[src/rtl/pixel_addr_gen_pkg.sv]
// Shared definitions for the pixel-to-framebuffer address stage: pixel word layout,
// default screen geometry and the linear byte-offset helper.
package pixel_addr_gen_pkg;

    localparam int PIX_X_MSB    = 95;
    localparam int PIX_X_LSB    = 80;
    localparam int PIX_Y_MSB    = 79;
    localparam int PIX_Y_LSB    = 64;
    localparam int PIX_RSVD_MSB = 63;
    localparam int PIX_RSVD_LSB = 32;
    localparam int PIX_ARGB_MSB = 31;
    localparam int PIX_ARGB_LSB = 0;

    localparam int DEF_FB_WIDTH        = 640;
    localparam int DEF_FB_HEIGHT       = 480;
    localparam int DEF_BYTES_PER_PIXEL = 4;
    localparam int DEF_OUTQ_DEPTH      = 4;

    typedef struct packed {
        logic [31:0] addr;
        logic [31:0] argb;
    } fb_cmd_t;

    // Only meaningful for on-screen coordinates; x and y are treated as unsigned.
    function automatic logic [31:0] pixel_offset(input logic [15:0] x, input logic [15:0] y,
                                                 input int width, input int bpp);
        logic [31:0] idx;
        idx = 32'(y) * 32'(width) + 32'(x);
        return idx * 32'(bpp);
    endfunction

endpackage

[src/rtl/pixel_addr_gen_if.sv]
// Framebuffer write-command port: one (address, colour) pair per valid/ready handshake.
interface pixel_addr_gen_if;
    logic        cmd_valid;
    logic        cmd_ready;
    logic [31:0] cmd_addr;
    logic [31:0] cmd_data;

    modport master (output cmd_valid, output cmd_addr, output cmd_data, input cmd_ready);
    modport slave  (input cmd_valid, input cmd_addr, input cmd_data, output cmd_ready);
endinterface

[src/rtl/pixel_addr_gen_sync_fifo.sv]
// Small first-word-fall-through FIFO; the head entry is visible on pop_data whenever not empty.
module sync_fifo #(
    parameter int WIDTH = 64,
    parameter int DEPTH = 4
) (
    input  logic                     clk,
    input  logic                     rst_n,
    input  logic                     push,
    input  logic [WIDTH-1:0]         push_data,
    input  logic                     pop,
    output logic [WIDTH-1:0]         pop_data,
    output logic                     empty,
    output logic [$clog2(DEPTH):0]   count
);
    localparam int AW = $clog2(DEPTH);
    localparam logic [AW:0] FULL_CNT = (AW+1)'(DEPTH);

    logic [WIDTH-1:0] mem_reg [DEPTH];
    logic [AW-1:0]    wr_ptr_reg;
    logic [AW-1:0]    rd_ptr_reg;
    logic [AW:0]      count_reg;
    logic             do_push;
    logic             do_pop;

    assign do_pop  = pop & (count_reg != '0);
    // A push into a full queue is accepted only when the head leaves in the same cycle.
    assign do_push = push & ((count_reg != FULL_CNT) | do_pop);

    always_ff @(posedge clk or negedge rst_n) begin
        if (!rst_n) begin
            for (int i = 0; i < DEPTH; i++) mem_reg[i] <= '0;
        end else if (do_push) begin
            mem_reg[wr_ptr_reg] <= push_data;
        end
    end

    always_ff @(posedge clk or negedge rst_n) begin
        if (!rst_n) begin
            wr_ptr_reg <= '0;
            rd_ptr_reg <= '0;
            count_reg  <= '0;
        end else begin
            if (do_push) wr_ptr_reg <= wr_ptr_reg + 1'b1;
            if (do_pop)  rd_ptr_reg <= rd_ptr_reg + 1'b1;
            case ({do_push, do_pop})
                2'b10:   count_reg <= count_reg + 1'b1;
                2'b01:   count_reg <= count_reg - 1'b1;
                default: count_reg <= count_reg;
            endcase
        end
    end

    assign pop_data = mem_reg[rd_ptr_reg];
    assign empty    = (count_reg == '0);
    assign count    = count_reg;

endmodule

[src/rtl/pixel_addr_gen.sv]
// Pops pixel words, clips them to the screen and turns survivors into framebuffer write
// commands; FIFO reads are throttled by reserving an output-queue slot per pixel in flight.
module pixel_addr_gen
    import pixel_addr_gen_pkg::*;
#(
    parameter int FB_WIDTH        = DEF_FB_WIDTH,
    parameter int FB_HEIGHT       = DEF_FB_HEIGHT,
    parameter int BYTES_PER_PIXEL = DEF_BYTES_PER_PIXEL,
    parameter int OUTQ_DEPTH      = DEF_OUTQ_DEPTH
) (
    input  logic                   clk,
    input  logic                   reset_n,
    input  logic                   enable,
    input  logic [31:0]            fb_base,
    input  logic [95:0]            pixel_fifo_dout,
    input  logic                   pixel_fifo_empty,
    output logic                   pixel_fifo_rd_en,
    pixel_addr_gen_if.master       cmd,
    output logic                   idle,
    output logic [31:0]            pix_cnt,
    output logic [31:0]            clip_cnt
);
    localparam int QCW = $clog2(OUTQ_DEPTH) + 1;
    localparam int OW  = QCW + 1;

    logic [1:0]     rst_sync_reg;
    logic           rst_n_int;

    logic           s1_valid_reg;
    logic [15:0]    s1_x;
    logic [15:0]    s1_y;
    logic           s1_clip;

    logic           s2_valid_reg;
    logic           s2_clip_reg;
    logic [31:0]    s2_offset_reg;
    logic [31:0]    s2_argb_reg;

    logic           q_push;
    fb_cmd_t        q_push_data;
    fb_cmd_t        q_pop_data;
    logic           q_empty;
    logic [QCW-1:0] q_count;
    logic           handshake;
    logic [OW-1:0]  in_flight;
    logic           slot_free;

    logic [31:0]    pix_cnt_reg;
    logic [31:0]    clip_cnt_reg;
    logic           unused_rsvd;

    // Assert asynchronously, release two clocks after reset_n rises.
    always_ff @(posedge clk or negedge reset_n) begin
        if (!reset_n) rst_sync_reg <= 2'b00;
        else          rst_sync_reg <= {rst_sync_reg[0], 1'b1};
    end
    assign rst_n_int = rst_sync_reg[1];

    // Every pixel in S1/S2 owns a queue entry, so the queue can never overflow.
    assign in_flight        = OW'(s1_valid_reg) + OW'(s2_valid_reg) + OW'(q_count);
    assign slot_free        = (in_flight < OW'(OUTQ_DEPTH));
    assign pixel_fifo_rd_en = rst_n_int & enable & ~pixel_fifo_empty & slot_free;

    assign s1_x        = pixel_fifo_dout[PIX_X_MSB:PIX_X_LSB];
    assign s1_y        = pixel_fifo_dout[PIX_Y_MSB:PIX_Y_LSB];
    assign unused_rsvd = ^pixel_fifo_dout[PIX_RSVD_MSB:PIX_RSVD_LSB];

    // Bit 15 set means negative; otherwise an unsigned compare against the screen size.
    assign s1_clip = s1_x[15] | (s1_x >= 16'(FB_WIDTH)) |
                     s1_y[15] | (s1_y >= 16'(FB_HEIGHT));

    always_ff @(posedge clk or negedge rst_n_int) begin
        if (!rst_n_int) begin
            s1_valid_reg  <= 1'b0;
            s2_valid_reg  <= 1'b0;
            s2_clip_reg   <= 1'b0;
            s2_offset_reg <= '0;
            s2_argb_reg   <= '0;
        end else begin
            s1_valid_reg  <= pixel_fifo_rd_en;
            s2_valid_reg  <= s1_valid_reg;
            s2_clip_reg   <= s1_clip;
            s2_offset_reg <= pixel_offset(s1_x, s1_y, FB_WIDTH, BYTES_PER_PIXEL);
            s2_argb_reg   <= pixel_fifo_dout[PIX_ARGB_MSB:PIX_ARGB_LSB];
        end
    end

    assign q_push           = s2_valid_reg & ~s2_clip_reg;
    assign q_push_data.addr = fb_base + s2_offset_reg;
    assign q_push_data.argb = s2_argb_reg;
    assign handshake        = ~q_empty & cmd.cmd_ready;

    sync_fifo #(
        .WIDTH (64),
        .DEPTH (OUTQ_DEPTH)
    ) u_outq (
        .clk       (clk),
        .rst_n     (rst_n_int),
        .push      (q_push),
        .push_data (q_push_data),
        .pop       (handshake),
        .pop_data  (q_pop_data),
        .empty     (q_empty),
        .count     (q_count)
    );

    always_ff @(posedge clk or negedge rst_n_int) begin
        if (!rst_n_int) begin
            pix_cnt_reg  <= '0;
            clip_cnt_reg <= '0;
        end else begin
            if (handshake)                  pix_cnt_reg  <= pix_cnt_reg + 32'd1;
            if (s2_valid_reg & s2_clip_reg) clip_cnt_reg <= clip_cnt_reg + 32'd1;
        end
    end

    assign cmd.cmd_valid = ~q_empty;
    assign cmd.cmd_addr  = q_pop_data.addr;
    assign cmd.cmd_data  = q_pop_data.argb;
    assign pix_cnt       = pix_cnt_reg;
    assign clip_cnt      = clip_cnt_reg;
    assign idle          = ~s1_valid_reg & ~s2_valid_reg & q_empty & pixel_fifo_empty;

endmodule

[src/flat_wrapper.sv]
// flat-port wrapper written by rule: the top's interface ports become plain ports
module pixel_addr_gen_flat import pixel_addr_gen_pkg::*;
#(
    parameter int FB_WIDTH        = DEF_FB_WIDTH,
    parameter int FB_HEIGHT       = DEF_FB_HEIGHT,
    parameter int BYTES_PER_PIXEL = DEF_BYTES_PER_PIXEL,
    parameter int OUTQ_DEPTH      = DEF_OUTQ_DEPTH
)
  (clk, reset_n, enable, fb_base, pixel_fifo_dout, pixel_fifo_empty, pixel_fifo_rd_en, idle, pix_cnt, clip_cnt, cmd_cmd_valid, cmd_cmd_addr, cmd_cmd_data, cmd_cmd_ready);
  pixel_addr_gen_if cmd_i ();
  input  logic clk;
  input  logic reset_n;
  input  logic enable;
  input  logic [31:0] fb_base;
  input  logic [95:0] pixel_fifo_dout;
  input  logic pixel_fifo_empty;
  output logic pixel_fifo_rd_en;
  output logic idle;
  output logic [31:0] pix_cnt;
  output logic [31:0] clip_cnt;
  output wire logic [$bits(cmd_i.cmd_valid)-1:0] cmd_cmd_valid;
  output wire logic [$bits(cmd_i.cmd_addr)-1:0] cmd_cmd_addr;
  output wire logic [$bits(cmd_i.cmd_data)-1:0] cmd_cmd_data;
  input wire logic [$bits(cmd_i.cmd_ready)-1:0] cmd_cmd_ready;
  assign cmd_cmd_valid = cmd_i.cmd_valid;
  assign cmd_cmd_addr = cmd_i.cmd_addr;
  assign cmd_cmd_data = cmd_i.cmd_data;
  assign cmd_i.cmd_ready = cmd_cmd_ready;
  pixel_addr_gen #(.FB_WIDTH(FB_WIDTH), .FB_HEIGHT(FB_HEIGHT), .BYTES_PER_PIXEL(BYTES_PER_PIXEL), .OUTQ_DEPTH(OUTQ_DEPTH)) u_core (.clk(clk), .reset_n(reset_n), .enable(enable), .fb_base(fb_base), .pixel_fifo_dout(pixel_fifo_dout), .pixel_fifo_empty(pixel_fifo_empty), .pixel_fifo_rd_en(pixel_fifo_rd_en), .cmd(cmd_i), .idle(idle), .pix_cnt(pix_cnt), .clip_cnt(clip_cnt));
endmodule
[config.mk]
export PLATFORM = sky130hd
export DESIGN_NAME = pixel_addr_gen_flat
export DESIGN_NICKNAME = d
export VERILOG_FILES = /design/src/rtl/pixel_addr_gen_pkg.sv /design/src/rtl/pixel_addr_gen_if.sv /design/src/rtl/pixel_addr_gen_sync_fifo.sv /design/src/rtl/pixel_addr_gen.sv /design/src/flat_wrapper.sv
export SDC_FILE = /design/constraint.sdc
export NUM_CORES = 1
export LEC_CHECK = 0
export ABC_AREA = 1
export CORE_MARGIN = 5
export CORE_UTILIZATION = 51
export CTS_CLUSTER_SIZE = 24
export DETAILED_ROUTE_END_ITERATION = 8
export GPL_TIMING_DRIVEN = 0
export PLACE_DENSITY = 0.75
export SLEW_MARGIN = 25
export SYNTH_ARGS = -nofsm -noshare
export SYNTH_HDL_FRONTEND = slang
export SYNTH_SLANG_ARGS = --single-unit
export TNS_END_PERCENT = 30
[constraint.sdc]
create_clock -name clk -period 31.8 [get_ports clk]
set_clock_uncertainty 0.15 [all_clocks]
set_input_delay 4.77 -clock clk [delete_from_list [all_inputs] [get_ports clk]]
set_output_delay 4.77 -clock clk [all_outputs]
set_load 0.05 [all_outputs]
==> results.json, run 1 <==
{
  "io_pins": 264,
  "placeableCoreArea_um2": 38650,
  "p_leak_nw": 12.47,
  "cts_max_level": 2,
  "crit_family": "buffers and inverters",
  "min_period_over_period_pct": 36.59,
  "setup_viol": 0,
  "antenna_found_initial": 0,
  "crit_top_cell": "clkdlybuf4s50_1",
  "irDropWorstVdd_uv": 50.00,
  "cts-root-buf": "clkbuf_16",
  "ant_nets": 0,
  "clock_latency_ns": 0.57,
  "required_ns": 26.88,
  "power.density_nw_per_um2": 76.63,
  "async_flop_share_pct": 100.0,
  "worstMarginPinSlew_ns": 0.6777,
  "critPathArrivalTime_ns": 6.71,
  "drive_above_1_share_pct": 5.738,
  "numPortBuffers": 231,
  "die_area_um2": 43080,
  "hold_buffers": 0,
  "synthCells": 2457,
  "synth_warnings": 0,
  "cp.depth": 5,
  "critPathMaxFanout": 2,
  "outcome": "completed",
  "synth_fp_nets": 2669,
  "yosys-top-cells-count": "886 x nand2_1, 391 x dfrtp_1, 216 x nor2_1",
  "avgSynthCellArea_um2": 8.102,
  "max_stage_delay_ns": 0.92,
  "synth_edf_count": 0,
  "die_height_um": 207.6,
  "ys_seq_area_share_pct": 49.15,
  "wl_per_cell_um": 17.72,
  "cts_setup_buffers": 0,
  "synth_top_area_share_pct": 49.15,
  "hpwl_mm": 41.79,
  "cts_resized": 0,
  "cts_tree": "yes",
  "place.gp.congestion": 0.8905,
  "min_period_ns": 11.63,
  "hold_path.class": "register to asynchronous set/reset pin",
  "initial_core_util_pct": 51.51,
  "nets": 2953,
  "syn_area_um2": 19910,
  "syn_to_final_growth_pct": 23.19,
  "grtUsageTotal_pct": 26.83,
  "vias": 18010,
  "critPathBufInv": 2,
  "drt-vias-per-instance": 5.476,
  "first_global_vias": 18270,
  "cts.clk_slew.worst_paths_ns": 0.06,
  "wirelength_mm": 58.27,
  "slew_headroom_pct": 54.82,
  "drc": 0,
  "cap_viol_max_count": 0,
  "path_class": "primary input to output pin",
  "grt_max_degree": 56,
  "yosysUniqueCellTypes": 46,
  "initialDrtViolationCount": 1377,
  "fp-row-count": 72,
  "path_cells": "clkdlybuf4s50_1 -> nand2_1 -> a31o_2 -> nor4_1 -> clkdlybuf4s50_1",
  "clock_sinks": 391,
  "grt-ovfl-total": 0,
  "dr.pass1.iters": 5,
  "synth_area_leaders": "dfrtp_1 49%, nand2_1 17%, ha_1 4.7%",
  "cp-end-kind": "output pin",
  "synth_top_cell_by_area": "dfrtp_1",
  "die_x_um": 207.6,
  "fmax_mhz": 85.95,
  "cp-start-kind": "primary input",
  "cpMaxStageDelayCell": "clkdlybuf4s50_1",
  "finalSetupTns_ns": 0,
  "numCtsBuffers": 43,
  "total_power_mw": 1.879,
  "r2r_cells": 11,
  "synth.most_common_cell": "nand2_1",
  "grt_pass1_wl_mm": 95.16,
  "largest_reg_flops": 256,
  "ys.flop_type": "dfrtp_1",
  "clockBufferDepth": 3,
  "finalMaxSlewViolations": 0,
  "diodes": 0,
  "hold_viol": 0,
  "rsz0062_at_grt": "false",
  "synth_seq_cells": 391
}
-- per-stage QoR --
step                      setup slack, ns  util [%]  instance area [um^2]  hold WS (ns)  instances
final                               20.17     63.46                 24520        0.1026       3289
after global routing                20.11     63.46                 24520        0.1334       3289
after CTS                           20.16     63.46                 24520        0.1129       3289
after detailed placement            20.16     59.71                 23080        0.1048       3214
after global placement              12.97     59.17                 22870        0.1870       3206
after floorplan                     15.99         -                 19910        0.1812       2457
-- placed cells by master (no fill, tap or decap), types with 6 or more instances in the layout --
cell,instances
o21ai_0,183
xnor2_1,35
buf_4,16
ha_1,75
nor2_1,216
xor2_1,58
clkbuf_16,44
nand2_2,11
a21oi_1,46
buf_2,10
nand3b_1,6
o22ai_1,65
nand4_1,26
clkbuf_8,12
inv_1,124
inv_2,6
or2_2,7
clkbuf_1,61
clkdlybuf4s50_1,231
nand2_1,886
nor3_1,23
buf_16,6
buf_1,13
dfrtp_1,390
nand3_1,140
-- routing by layer --
| layer | up-vias | GRT usage, % | share of wire [%] |
|---|---|---|---|
| met2 | 657 | 44.13 | 48 |
| met1 | 8714 | 36.23 | 42 |
| met5 | - | 0 | 0 |
| met4 | 0 | 10.26 | 3.2 |
| met3 | 128 | 4.035 | 6.8 |
| li1 | 8512 | - | - |
-- cell type report --
cell class	instances	area, um^2
Sequential cell	391	9788
Clock buffer	63	1292
Tap cell	518	648.1
Fill cell	3335	14120
Multi-Input combinational cell	1841	9198
Buffer	94	432.9
Clock inverter	12	155.1
Inverter	131	491.7
Timing Repair Buffer	239	2517
-- path summary, 6_finish.rpt --
kind,startpoint,end,slack (ns)
max,enable,pixel_fifo_rd_en,20.17
min,u_core.rst_sync_reg[1],u_core.pix_cnt[18],0.10
max reg2reg,u_core.s2_offset_reg[2],u_core.u_outq.mem_reg[180],29.16
min reg2reg,u_core.rst_sync_reg[1],u_core.pix_cnt[18],0.10
max in group asynchronous,reset_n,u_core.rst_sync_reg[1],27.15
min in group clk,u_core.rst_sync_reg[0],u_core.rst_sync_reg[1],0.20
-- report_power, final --
| part | internal, mW | switching, mW | total (mW) |
|---|---|---|---|
| Combinational | 0.248 | 0.580 | 0.829 |
| Sequential | 0.519 | 0.0210 | 0.540 |
| Clock | 0.305 | 0.205 | 0.510 |
-- worst register-to-register path, cell delays in order, from the launching register on --
cell and delay [ns]:
dfrtp_1 0.33, ha_1 0.22, inv_1 0.07, fa_1 0.41, o21ai_2 0.25, a21boi_0 0.27
o21ai_2 0.30, nand3_1 0.16, nand2_1 0.09, nand2_1 0.10, nand3_1 0.09, nand2_1 0.06
-- cells by family after synthesis --
family | after synthesis | synth area share (%)
compound gates | 315 | 8.586
simple gates | 1352 | 28.37
xor+xnor | 93 | 4.092
fa+ha+maj | 79 | 5.116
buf+inv | 225 | 4.645
flops | 391 | 49.15
other cells | 2 | 0.03773
No activity file was read; power rests on OpenSTA's default activity.
==> run 2: changes to the inputs <==
--- a/config.mk
+++ b/config.mk
@@ -7,11 +7,11 @@
 export LEC_CHECK = 0
 export ABC_AREA = 1
 export CORE_MARGIN = 5
-export CORE_UTILIZATION = 51
+export CORE_UTILIZATION = 50
 export CTS_CLUSTER_SIZE = 24
 export DETAILED_ROUTE_END_ITERATION = 8
 export GPL_TIMING_DRIVEN = 0
-export PLACE_DENSITY = 0.75
+export PLACE_DENSITY = 0.76
 export SLEW_MARGIN = 25
 export SYNTH_ARGS = -nofsm -noshare
 export SYNTH_HDL_FRONTEND = slang
==> constraint.sdc (replaced) <==
create_clock -name clk -period 9.3 [get_ports clk]
set_clock_uncertainty 0.15 [all_clocks]
set_input_delay 1.395 -clock clk [delete_from_list [all_inputs] [get_ports clk]]
set_output_delay 1.395 -clock clk [all_outputs]
set_load 0.05 [all_outputs]
==> run 2 against run 1 <==
Count of clock-buffer cells in the layout grew 1. Largest cell class unchanged. Worst hold slack got worse by 0.021 ns. Via count shrank 0.85%. Die area increased by 1.9%. Clock power rose to 3.4 times the previous value. Global-route usage shrank 0.24 points. Setup slack worse by 16 ns. First-iteration DRC count grew 9.4%. Critical path type is now register to output pin.
==> results.json, run 2 (synthesis gave the netlist of run 1 again) <==
{
  "reg2reg_slack_ns": 6.68,
  "die_x_um": 209.5,
  "layout_commonest_cell": "nand2_1",
  "vias": 17860,
  "place.gp.congestion": 0.9254,
  "wirelength_mm": 58.82,
  "cts_setup_buffers": 0,
  "cap_viol_max_count": 0,
  "min_period_over_period_pct": 59.14,
  "critPathMaxFanout": 10,
  "die_area_um2": 43900,
  "finalMaxSlewViolations": 0,
  "clock_sinks": 391,
  "io_pins": 264,
  "dr.pass1.iters": 5,
  "die_height_um": 209.5,
  "cts-root-buf": "clkbuf_16",
  "total_power_mw": 6.400,
  "numCtsBuffers": 43,
  "max_stage_delay_ns": 0.90,
  "final_cell_mix": "886 x nand2_1, 390 x dfrtp_1, 231 x clkdlybuf4s50_1",
  "cts_tree": "yes",
  "r2r_cells": 11,
  "holdWs_ns": 0.08141,
  "slew_headroom_pct": 54.90,
  "crit_top_cell": "clkbuf_1",
  "post-place-ws_ns": 4.235,
  "path_class": "register to output pin",
  "cpMaxStageDelayCell": "clkdlybuf4s50_1",
  "first_global_vias": 18370,
  "grt_max_degree": 56,
  "dp.cells": 3221,
  "largest_reg_flops": 256,
  "cts_resized": 0,
  "drc": 0,
  "crit_family": "buffers and inverters",
  "cp-endpoint": "cmd_cmd_addr[21]",
  "cp-start-kind": "register",
  "required_ns": 7.76,
  "cp.depth": 7,
  "setup_slack_ns": 3.800,
  "hpwl_mm": 42.41,
  "hold_buffers": 0,
  "cts_max_level": 2,
  "hold_path.class": "register to asynchronous set/reset pin",
  "r2r_start": "u_core.s2_offset_reg[2]",
  "placeableCoreArea_um2": 39550,
  "antenna_found_initial": 0,
  "cp-end-kind": "output pin",
  "power.density_nw_per_um2": 261.3,
  "crit_path_start": "u_core.u_outq.rd_ptr_reg[0]",
  "nets": 2953,
  "finalNonFillerCells": 3294,
  "ant_nets": 0,
  "grt_pass1_wl_mm": 95.10,
  "critPathBufInv": 5,
  "numPortBuffers": 231,
  "initial_core_util_pct": 50.33,
  "critPathArrivalTime_ns": 3.96,
  "initialDrtViolationCount": 1506,
  "p_leak_nw": 12.45,
  "clock_latency_ns": 0.57,
  "path_cells": "clkbuf_1 -> inv_1 -> clkbuf_1 -> clkbuf_1 -> o21ai_0 -> o22ai_1 -> clkdlybuf4s50_1",
  "drive_above_1_share_pct": 5.562,
  "fp-row-count": 73,
  "setup_viol": 0,
  "clockBufferDepth": 3,
  "drt-vias-per-instance": 5.421,
  "regToRegEndpoint": "u_core.u_outq.mem_reg[180]",
  "grtUsageTotal_pct": 26.59,
  "rsz0062_at_grt": "false",
  "wl_per_cell_um": 17.86,
  "hold_viol": 0,
  "irDropWorstVdd_uv": 155.1,
  "worstMarginPinSlew_ns": 0.6765,
  "cts.clk_slew.worst_paths_ns": 0.06,
  "min_period_ns": 5.500,
  "grt-ovfl-total": 0,
  "outcome": "completed",
  "syn_to_final_growth_pct": 23.02,
  "diodes": 0,
  "fmax_mhz": 181.8
}
## run 2: changes by cell type in the layout (fill, tap and decap cells not counted)
cell	before	now
inv_16	0	1
clkbuf_1	61	64
clkinv_2	5	4
clkbuf_8	12	11
clkinvlp_4	2	0
clkinv_8	1	0
clkbuf_16	44	43
## run 2: cell type report
cell class                 instances  area, um^2
tap                              525       656.9
clock buffer                      64        1265
inverter                         131       491.7
sequential                       391        9788
clock inverter                     9       138.9
buffer                            94       432.9
multi-input combinational       1841        9198
timing repair buffer             239        2517
fill                            3429       15060
## run 2: routing by layer
| metal | up-vias | global-route usage, % | share of wire, % |
|---|---|---|---|
| li1 | 8511 | - | - |
| met2 | 669 | 43.94 | 48 |
| met4 | 0 | 9.698 | 3.4 |
| met3 | 125 | 5.112 | 7.0 |
| met1 | 8553 | 35.16 | 42 |
| met5 | - | 0 | 0 |
## run 2: worst min-delay path by stage
stage | start | to | slack, ns | cells past startpoint
2_1_floorplan | u_core.rst_sync_reg[0] | u_core.rst_sync_reg[1] | 0.18 | 0
3_3_place_gp | u_core.rst_sync_reg[0] | u_core.rst_sync_reg[1] | 0.19 | 0
3_5_place_dp | u_core.rst_sync_reg[1] | u_core.s2_offset_reg[28] | 0.11 | 0
4_1_cts | u_core.rst_sync_reg[1] | u_core.s2_offset_reg[27] | 0.11 | 0
5_1_grt | u_core.rst_sync_reg[1] | u_core.s2_offset_reg[27] | 0.13 | 0
6_report | u_core.rst_sync_reg[1] | u_core.s2_offset_reg[27] | 0.08 | 0
## run 2: power breakdown
group | total, mW | switching, mW | internal, mW
registers | 1.84 | 0.0700 | 1.77
logic | 2.84 | 1.99 | 0.849
clock network | 1.72 | 0.694 | 1.02
## run 2: metrics by stage
stage / utilization [%] / area, um^2 / setup TNS, ns
after floorplan: - / 19910 / 0
after global placement: 57.84 / 22880 / -0.5984
after detailed placement: 58.37 / 23080 / 0
after CTS: 61.92 / 24490 / 0
after global routing: 61.92 / 24490 / 0
final: 61.92 / 24490 / 0
==> run 3: changes to the inputs <==
--- a/config.mk
+++ b/config.mk
@@ -7,11 +7,11 @@
 export LEC_CHECK = 0
 export ABC_AREA = 1
 export CORE_MARGIN = 5
-export CORE_UTILIZATION = 50
+export CORE_UTILIZATION = 51
 export CTS_CLUSTER_SIZE = 24
 export DETAILED_ROUTE_END_ITERATION = 8
 export GPL_TIMING_DRIVEN = 0
-export PLACE_DENSITY = 0.76
+export PLACE_DENSITY = 0.75
 export SLEW_MARGIN = 25
 export SYNTH_ARGS = -nofsm -noshare
 export SYNTH_HDL_FRONTEND = slang
==> constraint.sdc (replaced) <==
create_clock -name clk -period 5.2 [get_ports clk]
set_clock_uncertainty 0.15 [all_clocks]
set_input_delay 0.78 -clock clk [delete_from_list [all_inputs] [get_ports clk]]
set_output_delay 0.78 -clock clk [all_outputs]
set_load 0.05 [all_outputs]
==> run 3 against run 2 <==
Sequential share of layout area decreased by 0.059 points. First-iteration DRC count is 1.5% lower. Non-clock buffer count is the same. Setup slack worse by 3.4 ns. Core utilization rose by 1.5 points. Worst hold slack improved by 0.11 ns. Sequential power up 79%. Die area shrank 1.9%. Critical endpoint is now cmd_cmd_addr[22]. Flip-flop and latch count is the same. Count of clock-buffer cells in the layout shrank 4.
==> results.json, run 3 (synthesis gave the netlist of run 1 again) <==
{
  "hold_start": "u_core.rst_sync_reg[0]",
  "min_period_ns": 4.802,
  "initial_core_util_pct": 51.51,
  "cts_resized": 0,
  "whs_path_depth": 0,
  "path_cells": "clkbuf_1 -> clkbuf_1 -> clkbuf_1 -> nor2_1 -> o22ai_1 -> clkdlybuf4s50_1",
  "power.density_nw_per_um2": 468.2,
  "placeableCoreArea_um2": 38650,
  "final_core_util_pct": 63.46,
  "die_height_um": 207.6,
  "place.gp.congestion": 0.9272,
  "hold_buffers": 0,
  "antenna_found_initial": 0,
  "max_stage_delay_ns": 0.89,
  "numPortBuffers": 231,
  "irDropWorstVdd_uv": 233.4,
  "hpwl_mm": 41.90,
  "clockBufferDepth": 3,
  "min_period_over_period_pct": 92.34,
  "cts_setup_buffers": 0,
  "worstMarginPinSlew_ns": 0.6872,
  "fill_cells": 3369,
  "wl_per_cell_um": 17.77,
  "cts_tree": "yes",
  "grt-ovfl-total": 0,
  "critPathBufInv": 4,
  "fp-row-count": 72,
  "finalSetupTns_ns": 0,
  "finalMaxSlewViolations": 0,
  "cts.clk_slew.worst_paths_ns": 0.05,
  "slew_headroom_pct": 54.19,
  "hold_viol": 0,
  "holdPathEnd": "u_core.rst_sync_reg[1]",
  "crit_family": "buffers and inverters",
  "syn_to_final_growth_pct": 23.20,
  "cts-root-buf": "clkbuf_16",
  "reg2reg_slack_ns": 2.54,
  "r2r_start": "u_core.s2_offset_reg[2]",
  "hold_path.class": "register to register",
  "r2r_cells": 11,
  "first_global_vias": 18140,
  "grtUsageTotal_pct": 26.72,
  "die_area_um2": 43080,
  "critPathArrivalTime_ns": 3.87,
  "grt_pass1_wl_mm": 94.72,
  "fmax_mhz": 208.3,
  "wirelength_mm": 58.46,
  "path_class": "register to output pin",
  "crit_top_cell": "clkbuf_1",
  "drive_above_1_share_pct": 5.880,
  "ant_nets": 0,
  "drt-vias-per-instance": 5.456,
  "p_leak_nw": 12.47,
  "io_pins": 264,
  "initialDrtViolationCount": 1483,
  "final_cell_mix": "886 x nand2_1, 390 x dfrtp_1, 231 x clkdlybuf4s50_1",
  "total_power_mw": 11.48,
  "regArea_um2": 9788,
  "layout_commonest_cell": "nand2_1",
  "rsz0062_at_grt": "false",
  "outcome": "completed",
  "cap_viol_max_count": 0,
  "vias": 17950,
  "multi_input_area_um2": 9213,
  "numCtsBuffers": 43,
  "clock_sinks": 391,
  "critPathMaxFanout": 10,
  "holdWs_ns": 0.1948,
  "cp-end-kind": "output pin",
  "setup_viol": 0,
  "clock_latency_ns": 0.58,
  "grt_max_degree": 57,
  "nets": 2953,
  "diodes": 0,
  "cp.depth": 6,
  "cpMaxStageDelayCell": "clkdlybuf4s50_1",
  "dr.pass1.iters": 5,
  "die_x_um": 207.6,
  "cp-start-kind": "register",
  "required_ns": 4.27,
  "largest_reg_flops": 256,
  "drc": 0,
  "regToRegEndpoint": "u_core.u_outq.mem_reg[116]",
  "cts_max_level": 2
}
==> run 3: cell count changes in the layout (fill, tap and decap cells not counted), sizes merged <==
cell,before,now
clkinvlp,0,3
clkinv,5,9
clkbuf,118,114
==> run 3: worst max path at each step <==
stage,start,slack (ns),end
5_1_grt,u_core.u_outq.rd_ptr_reg[0],0.26,cmd_cmd_addr[21]
2_1_floorplan,u_core.rst_sync_reg[1],0.20,pixel_fifo_rd_en
3_3_place_gp,u_core.rst_sync_reg[1],-1.32,pixel_fifo_rd_en
4_1_cts,u_core.u_outq.rd_ptr_reg[0],0.44,cmd_cmd_addr[20]
6_report,u_core.u_outq.rd_ptr_reg[0],0.40,cmd_cmd_addr[22]
3_5_place_dp,pixel_fifo_dout[65],0.74,u_core.s2_offset_reg[22]
==> run 3: cell type report <==
| class | instances | area share [%] |
|---|---|---|
| Clock inverter | 16 | 0.7398 |
| Sequential cell | 391 | 39.91 |
| Timing Repair Buffer | 239 | 10.23 |
| Multi-Input combinational cell | 1841 | 37.56 |
| Buffer | 94 | 1.765 |
| Inverter | 131 | 2.005 |
| Tap cell | 518 | 2.643 |
| Clock buffer | 60 | 5.137 |
==> run 3: report_power, final <==
| group | internal [mW] | switching (mW) |
|---|---|---|
| Combinational | 1.52 | 3.56 |
| Sequential | 3.17 | 0.128 |
| Clock | 1.84 | 1.26 |
| Total | 6.54 | 4.95 |
==> run 3: metrics by stage <==
| step | std cells | worst slack [ns] | instance area, um^2 |
|---|---|---|---|
| detailed placement | 3214 | 0.7426 | 23080 |
| global route | 3290 | 0.2614 | 24520 |
| CTS | 3290 | 0.4390 | 24520 |
| global placement | 3206 | -1.323 | 22890 |
| floorplan | 2457 | 0.1996 | 19930 |
| finish | 3290 | 0.3983 | 24520 |
==> run 3: routing by layer <==
layer / routed length, um / up-vias / GRT usage [%]
met5: 0 / - / 0
met3: 4250 / 98 / 4.821
met4: 1349 / 0 / 7.524
li1: - / 8518 / -
met1: 24750 / 8646 / 35.79
met2: 28110 / 688 / 45.04
